**src/rtl/multicycle_pkg.sv**
```systemverilog
// rtl/multicycle_pkg.sv - shared states, opcode patterns and control codes for the LEGv8 multicycle sequencer
package multicycle_pkg;

   typedef enum logic [2:0] {
      ST_FETCH  = 3'd0,
      ST_DECODE = 3'd1,
      ST_EXEC   = 3'd2,
      ST_MEM    = 3'd3,
      ST_WB     = 3'd4,
      ST_FAULT  = 3'd7
   } state_e;

   typedef enum logic [2:0] {
      CLS_R,
      CLS_LDUR,
      CLS_STUR,
      CLS_CBZ,
      CLS_B,
      CLS_MOVZ,
      CLS_ILLEGAL
   } op_class_e;

   localparam logic [10:0] OP_LDUR   = 11'b11111000010;
   localparam logic [10:0] OP_STUR   = 11'b11111000000;
   localparam logic [10:0] OP_ADD    = 11'b10001011000;
   localparam logic [10:0] OP_SUB    = 11'b11001011000;
   localparam logic [10:0] OP_AND    = 11'b10001010000;
   localparam logic [10:0] OP_ORR    = 11'b10101010000;
   localparam logic [10:0] OP_CBZ    = 11'b10110100000;
   localparam logic [10:0] OP_B      = 11'b00010100000;
   localparam logic [10:0] OP_MOVZ   = 11'b11010010100;
   localparam logic [10:0] MASK_CBZ  = 11'b11111111000;
   localparam logic [10:0] MASK_B    = 11'b11111100000;
   localparam logic [10:0] MASK_MOVZ = 11'b11111111100;

   localparam logic [3:0] ALUOP_AND   = 4'b0000;
   localparam logic [3:0] ALUOP_ORR   = 4'b0001;
   localparam logic [3:0] ALUOP_ADD   = 4'b0010;
   localparam logic [3:0] ALUOP_SUB   = 4'b0110;
   localparam logic [3:0] ALUOP_PASSB = 4'b0111;

   localparam logic [2:0] SIGNOP_R    = 3'b000;
   localparam logic [2:0] SIGNOP_D    = 3'b001;
   localparam logic [2:0] SIGNOP_B    = 3'b010;
   localparam logic [2:0] SIGNOP_CB   = 3'b011;
   localparam logic [2:0] SIGNOP_MOVZ = 3'b100;

   function automatic logic op_match(input logic [10:0] op, input logic [10:0] pattern,
                                     input logic [10:0] mask);
      return (op & mask) == pattern;
   endfunction

endpackage

```
**src/rtl/opcode_classifier.sv**
```systemverilog
// rtl/opcode_classifier.sv - combinational opcode[31:21] to instruction class decode
module opcode_classifier
   import multicycle_pkg::*;
(
   input  logic [10:0] opcode,
   output op_class_e   op_class
);

   always_comb begin
      op_class = CLS_ILLEGAL;
      if (opcode == OP_LDUR) begin
         op_class = CLS_LDUR;
      end else if (opcode == OP_STUR) begin
         op_class = CLS_STUR;
      end else if (opcode == OP_ADD || opcode == OP_SUB || opcode == OP_AND || opcode == OP_ORR) begin
         op_class = CLS_R;
      end else if (op_match(opcode, OP_CBZ, MASK_CBZ)) begin
         op_class = CLS_CBZ;
      end else if (op_match(opcode, OP_B, MASK_B)) begin
         op_class = CLS_B;
      end else if (op_match(opcode, OP_MOVZ, MASK_MOVZ)) begin
         op_class = CLS_MOVZ;
      end
   end

endmodule

```
**src/rtl/multicycle_sequencer.sv**
```systemverilog
// rtl/multicycle_sequencer.sv - multicycle LEGv8 control FSM with memory wait and sticky fault trap
// Defining MC_PERF_EN adds cycle_count and instr_count outputs.
module multicycle_sequencer
   import multicycle_pkg::*;
#(
   parameter int unsigned MEM_TIMEOUT = 16
) (
   input  logic        CLK,
   input  logic        resetl,
   input  logic [10:0] opcode,
   input  logic        alu_zero,
   input  logic        mem_ready,
   output logic        pc_write,
   output logic        ir_write,
   output logic        reg2loc,
   output logic        alusrc,
   output logic        mem2reg,
   output logic        regwrite,
   output logic        memread,
   output logic        memwrite,
   output logic        branch,
   output logic        uncond_branch,
   output logic [3:0]  aluop,
   output logic [2:0]  signop,
   output logic [2:0]  state,
   output logic        fault
`ifdef MC_PERF_EN
   ,
   output logic [31:0] cycle_count,
   output logic [31:0] instr_count
`endif
);

   state_e      state_q, state_d;
   logic [10:0] op_q, op_d;
   logic [7:0]  wait_q, wait_d;
   logic [8:0]  wait_inc;
   logic [10:0] cls_op;
   op_class_e   cls;
   logic [3:0]  ex_aluop;
   logic [2:0]  ex_signop;
   logic        ex_alusrc, ex_reg2loc;

   // One classifier: live opcode while decoding, latched opcode afterwards.
   assign cls_op   = (state_q == ST_DECODE) ? opcode : op_q;
   assign wait_inc = {1'b0, wait_q} + 9'd1;
   assign state    = state_q;

   opcode_classifier u_classifier (
      .opcode   (cls_op),
      .op_class (cls)
   );

   always_comb begin
      ex_aluop   = ALUOP_ADD;
      ex_signop  = SIGNOP_R;
      ex_alusrc  = 1'b0;
      ex_reg2loc = 1'b0;
      case (cls)
         CLS_R: begin
            if (op_q == OP_SUB)      ex_aluop = ALUOP_SUB;
            else if (op_q == OP_AND) ex_aluop = ALUOP_AND;
            else if (op_q == OP_ORR) ex_aluop = ALUOP_ORR;
         end
         CLS_LDUR: begin
            ex_signop = SIGNOP_D;
            ex_alusrc = 1'b1;
         end
         CLS_STUR: begin
            ex_signop  = SIGNOP_D;
            ex_alusrc  = 1'b1;
            ex_reg2loc = 1'b1;
         end
         CLS_CBZ: begin
            ex_aluop   = ALUOP_PASSB;
            ex_signop  = SIGNOP_CB;
            ex_reg2loc = 1'b1;
         end
         CLS_B:    ex_signop = SIGNOP_B;
         CLS_MOVZ: begin
            ex_aluop  = ALUOP_PASSB;
            ex_signop = SIGNOP_MOVZ;
            ex_alusrc = 1'b1;
         end
         default: ;
      endcase
   end

   always_comb begin
      state_d       = state_q;
      op_d          = op_q;
      wait_d        = wait_q;
      pc_write      = 1'b0;
      ir_write      = 1'b0;
      reg2loc       = 1'b0;
      alusrc        = 1'b0;
      mem2reg       = 1'b0;
      regwrite      = 1'b0;
      memread       = 1'b0;
      memwrite      = 1'b0;
      branch        = 1'b0;
      uncond_branch = 1'b0;
      aluop         = 4'b0000;
      signop        = 3'b000;
      fault         = 1'b0;
      // ALU/extender controls stay valid from EXEC through WB so address and result remain stable.
      if (state_q == ST_EXEC || state_q == ST_MEM || state_q == ST_WB) begin
         aluop   = ex_aluop;
         signop  = ex_signop;
         alusrc  = ex_alusrc;
         reg2loc = ex_reg2loc;
      end
      case (state_q)
         ST_FETCH: begin
            // FETCH is the reset state, so the IR load must be masked while reset is held.
            ir_write = resetl;
            state_d  = ST_DECODE;
         end
         ST_DECODE: begin
            op_d    = opcode;
            reg2loc = (cls == CLS_STUR) || (cls == CLS_CBZ);
            state_d = (cls == CLS_ILLEGAL) ? ST_FAULT : ST_EXEC;
         end
         ST_EXEC: begin
            case (cls)
               CLS_R, CLS_MOVZ: state_d = ST_WB;
               CLS_LDUR, CLS_STUR: begin
                  wait_d  = 8'd0;
                  state_d = ST_MEM;
               end
               CLS_CBZ: begin
                  branch   = 1'b1;
                  pc_write = 1'b1;
                  state_d  = ST_FETCH;
               end
               CLS_B: begin
                  uncond_branch = 1'b1;
                  pc_write      = 1'b1;
                  state_d       = ST_FETCH;
               end
               default: state_d = ST_FAULT;
            endcase
         end
         ST_MEM: begin
            memread  = (cls == CLS_LDUR);
            memwrite = (cls == CLS_STUR);
            if (mem_ready) begin
               if (cls == CLS_LDUR) begin
                  state_d = ST_WB;
               end else begin
                  pc_write = 1'b1;
                  state_d  = ST_FETCH;
               end
            end else if (wait_inc >= 9'(MEM_TIMEOUT)) begin
               state_d = ST_FAULT;
            end else begin
               wait_d = wait_inc[7:0];
            end
         end
         ST_WB: begin
            regwrite = 1'b1;
            mem2reg  = (cls == CLS_LDUR);
            pc_write = 1'b1;
            state_d  = ST_FETCH;
         end
         ST_FAULT: fault = 1'b1;
         default:  state_d = ST_FAULT;
      endcase
   end

   always_ff @(posedge CLK or negedge resetl) begin
      if (!resetl) begin
         state_q <= ST_FETCH;
         op_q    <= 11'd0;
         wait_q  <= 8'd0;
      end else begin
         state_q <= state_d;
         op_q    <= op_d;
         wait_q  <= wait_d;
      end
   end

`ifdef MC_PERF_EN
   logic [31:0] cyc_q, cyc_d, ins_q, ins_d;

   always_comb begin
      cyc_d = cyc_q + 32'd1;
      ins_d = ins_q + {31'd0, pc_write};
   end

   always_ff @(posedge CLK or negedge resetl) begin
      if (!resetl) begin
         cyc_q <= 32'd0;
         ins_q <= 32'd0;
      end else begin
         cyc_q <= cyc_d;
         ins_q <= ins_d;
      end
   end

   assign cycle_count = cyc_q;
   assign instr_count = ins_q;
`endif

endmodule
```
**config.mk**
```make
export PLATFORM = sky130hd
export DESIGN_NAME = multicycle_sequencer
export DESIGN_NICKNAME = d
export VERILOG_FILES = /design/src/rtl/multicycle_pkg.sv /design/src/rtl/opcode_classifier.sv /design/src/rtl/multicycle_sequencer.sv
export SDC_FILE = /design/constraint.sdc
export NUM_CORES = 1
export LEC_CHECK = 0
export BUFFER_PORTS_ARGS = -buffer_cell sky130_fd_sc_hd__buf_2
export CELL_PAD_IN_SITES_DETAIL_PLACEMENT = 1
export CELL_PAD_IN_SITES_GLOBAL_PLACEMENT = 1
export CORE_UTILIZATION = 35
export CTS_CLUSTER_SIZE = 24
export DETAILED_ROUTE_END_ITERATION = 12
export GPL_ROUTABILITY_DRIVEN = 1
export PLACE_DENSITY = 0.8
export SYNTH_ARGS = -nofsm -noshare
export SYNTH_HDL_FRONTEND = slang
export SYNTH_SLANG_ARGS = --single-unit
```
**constraint.sdc**
```tcl
create_clock -name CLK -period 2.01 [get_ports CLK]
set_input_delay 0 -clock CLK [delete_from_list [all_inputs] [get_ports CLK]]
set_output_delay 0 -clock CLK [all_outputs]
set_load 0.03 [all_outputs]
```
==> flow_summary.toml <==
[cells_and_area]
layout-drive-gt1-share = 0.5131
final_util = 0.6432
antennaDiodeCount = 0
fin_cells = 317
nets = 285
synthToLayoutAreaGrowth_pct = 75.00

[status]
status = "finished with violations"
violations = "setup timing"

[grt]
grt_use_total = 0.2766
antenna_found_initial = 0
grt_pass1_wl_mm = 9.142
grt_pass1_vias = 1760
grt_max_degree = 23
grt_overflow = 0

[logic_synthesis]
postSynthAreaPerCell_sq_um = 8.286
synth.area.top_cells = "dfrtp_1, nand2_1, and2_1"
yosysWarnings = 0
synth-main-ff-cell = "dfrtp_1"
synthCells = 180
syn_area_sq_um = 1491
synth-seq-cells = 22
yosys.cell_types.count = 47
synth_top_area_cell = "dfrtp_1"
syn_nets = 197
netlist.area_leader.share = 0.3691
async_flop_share = 1.000
synth.most_common_cell = "nand2_1"
synth_common_cells = "nand2_1, dfrtp_1, nor2_1, and2_1, nor3_1"
synth-edff-count = 0
ys_seq_area_frac = 0.3691

[worst_hold_path]
worstHoldPathCells = 3
hold-path-endpoint = "op_q[0]$_DFF_PN0_"
hp-start = "opcode[0]"
hold_class = "input port to flop"

[detailed_routing]
drt-wirelength-per-cell_microns = 25.88
route.met3.wl_microns = 504
drt-met1-wl_mm = 3.268
vias = 1957
drcViolationCount = 0
antenna_left = 0
viasPerCell = 6.174
wl_met2_mm = 3.922
drt_iter0_drc = 197
wirelength_mm = 8.203
drtPass1Iterations = 4
top_layer_used = "met4"

[sta]
clock_skew_ns = 0.004336
hold_violations = 0
setup_ws_ns = -0.5320
slew_violations = 0
relSlewSlack = 0.4240
grt_setup_unrepaired = "yes"
period_needed_ns = 2.542
worst_slew_pin_slew_ns = 0.8609
post-route-period-util = 1.265
max_freq_mhz = 393.4
setup_viol = 24

[clock_network]
cts_tree = "yes"
clk_pin_slew_ns = 0.09
cts_buffer_depth = 2
ctsHtreeMaxLevel = 1
cts_made_buffers = 3
ctsRootBufferMaster = "clkbuf_8"
numClockSinks = 22
clkLatencyLatePin_ns = 0.27

[critical_path]
crit_path_start = "state[1]$_DFFE_PN0P_"
cp.arrival_ns = 2.54
worstSetupStartpointType = "flop"
r2r_end = "state[2]$_DFFE_PN0P_"
setup.worst_path.end_class = "output pin"
rr_worst_depth = 10
critPathKind = "flop to output pin"
required_ns = 2.01
critPathMaxFanout = 5
reg2reg_from = "state[1]$_DFFE_PN0P_"
r2r_setup_slack_ns = -0.39

[floorplan]
fp-row-count = 23
dieWidth_microns = 67.28
ios = 36
dieArea_sq_um = 4527
core_area_sq_um = 4058
start_util = 0.3676
die_y_microns = 67.28

[run]
drv_cap = 0

[placed_design]
port_buffers = 33
dp_hpwl_mm = 3.643
placedCellCount = 289
place.gp.congestion = 0.8267

[power_and_ir_drop]
vdd_drop_max_uv = 367.0
powerDensity_nw_per_um2 = 418.2
p_leak_nw = 1.165
==> registers in the layout (all words and copies together) (netlist names) <==
signal / cells
op_q: 11
wait_q: 8
state: 3
==> through the flow <==
stage	power (mW)	setup TNS (ns)	cell area, sq um	hold slack [ns]	setup slack (ns)
final	1.092	-7.433	2610	0.05818	-0.5320
after global routing	1.117	-8.528	2610	0.07718	-0.5848
after CTS	1.053	-3.937	2253	0.01410	-0.3651
after detailed placement	0.6134	-0.8979	1979	0.07816	-0.1481
after global placement	0.6079	-0.3299	1979	0.06793	-0.09675
after floorplan	0.5420	-1.157	1543	-0.2956	-0.2888
==> cells in the final DEF (no fill, tap or decap), drive strengths merged, types with 3 or more instances in the layout <==
master / synthesis / routed
nand2: 38 / 38
and2: 9 / 9
nand2b: 3 / 3
or3: 3 / 3
or3b: 3 / 3
nor2: 15 / 15
a21o: 4 / 4
nor4: 3 / 3
buf: 6 / 86
dlygate4sd3: 0 / 6
o21ai: 4 / 4
inv: 3 / 3
nor2b: 7 / 7
clkbuf: 3 / 3
nor4b: 3 / 3
nor3: 8 / 8
a21oi: 6 / 6
nand4: 7 / 7
dfrtp: 22 / 22
nand3: 4 / 4
==> per-layer routing <==
layer	GRT usage	up-vias
met5	0	-
met4	0.1223	0
met3	0.03547	47
met2	0.4563	127
met1	0.3595	976
li1	-	807
==> worst max path at each step <==
stage | to | slack, ns | cells past startpoint
finish | pc_write | -0.53 | 10
global route | pc_write | -0.58 | 10
CTS | pc_write | -0.37 | 7
detailed placement | state[2]$_DFFE_PN0P_ | -0.15 | 8
global placement | state[2]$_DFFE_PN0P_ | -0.1 | 8
floorplan | aluop[0] | -0.29 | 8
==> cell type report <==
class,count,area [sq um]
fill,440,1448
clock inverter,1,30.03
multi-input combinational,146,1141
tap,50,62.56
sequential,22,553.0
inverter,3,11.26
clock buffer,3,41.29
timing repair buffer,92,770.7
==> report_power, final <==
part           switching, mW  internal [mW]
sequential            0.0262          0.462
clock                  0.170          0.267
combinational         0.0997         0.0670
==> worst max-delay path, stage by stage (launching register included) <==
cell	delay, ns
dfrtp_2	0.43
buf_6	0.13
nor3b_4	0.28
buf_6	0.18
nand4_1	0.22
o2bb2ai_4	0.26
buf_4	0.17
nor2_2	0.13
o22ai_2	0.11
a21o_2	0.23
buf_6	0.13
==> timing repair <==
action,4_1_cts,5_1_grt
hold buffers,6,0
hold endpoints to repair,27,0
cloned,0,1
resized for setup,35,61
pin swaps,4,21
setup endpoints to repair,22,25
buffers inserted,4,16
==> cell families (layout without fill, tap and decap cells) <==
family                     count (synthesis)  count (layout)  synth area share
xor gates and xnor gates                   2               2           0.01175
adders and majority gates                  2               2           0.01678
and+or+nand+nor                          112             112            0.4178
muxes                                      3               3           0.02097
AOI/OAI and AO/OA                         26              26            0.1200
other                                      1               1          0.002514
buffers and inverters                     12              99           0.04111
DFF                                       22              22            0.3691
No activity file was read; power rests on OpenSTA's default activity.
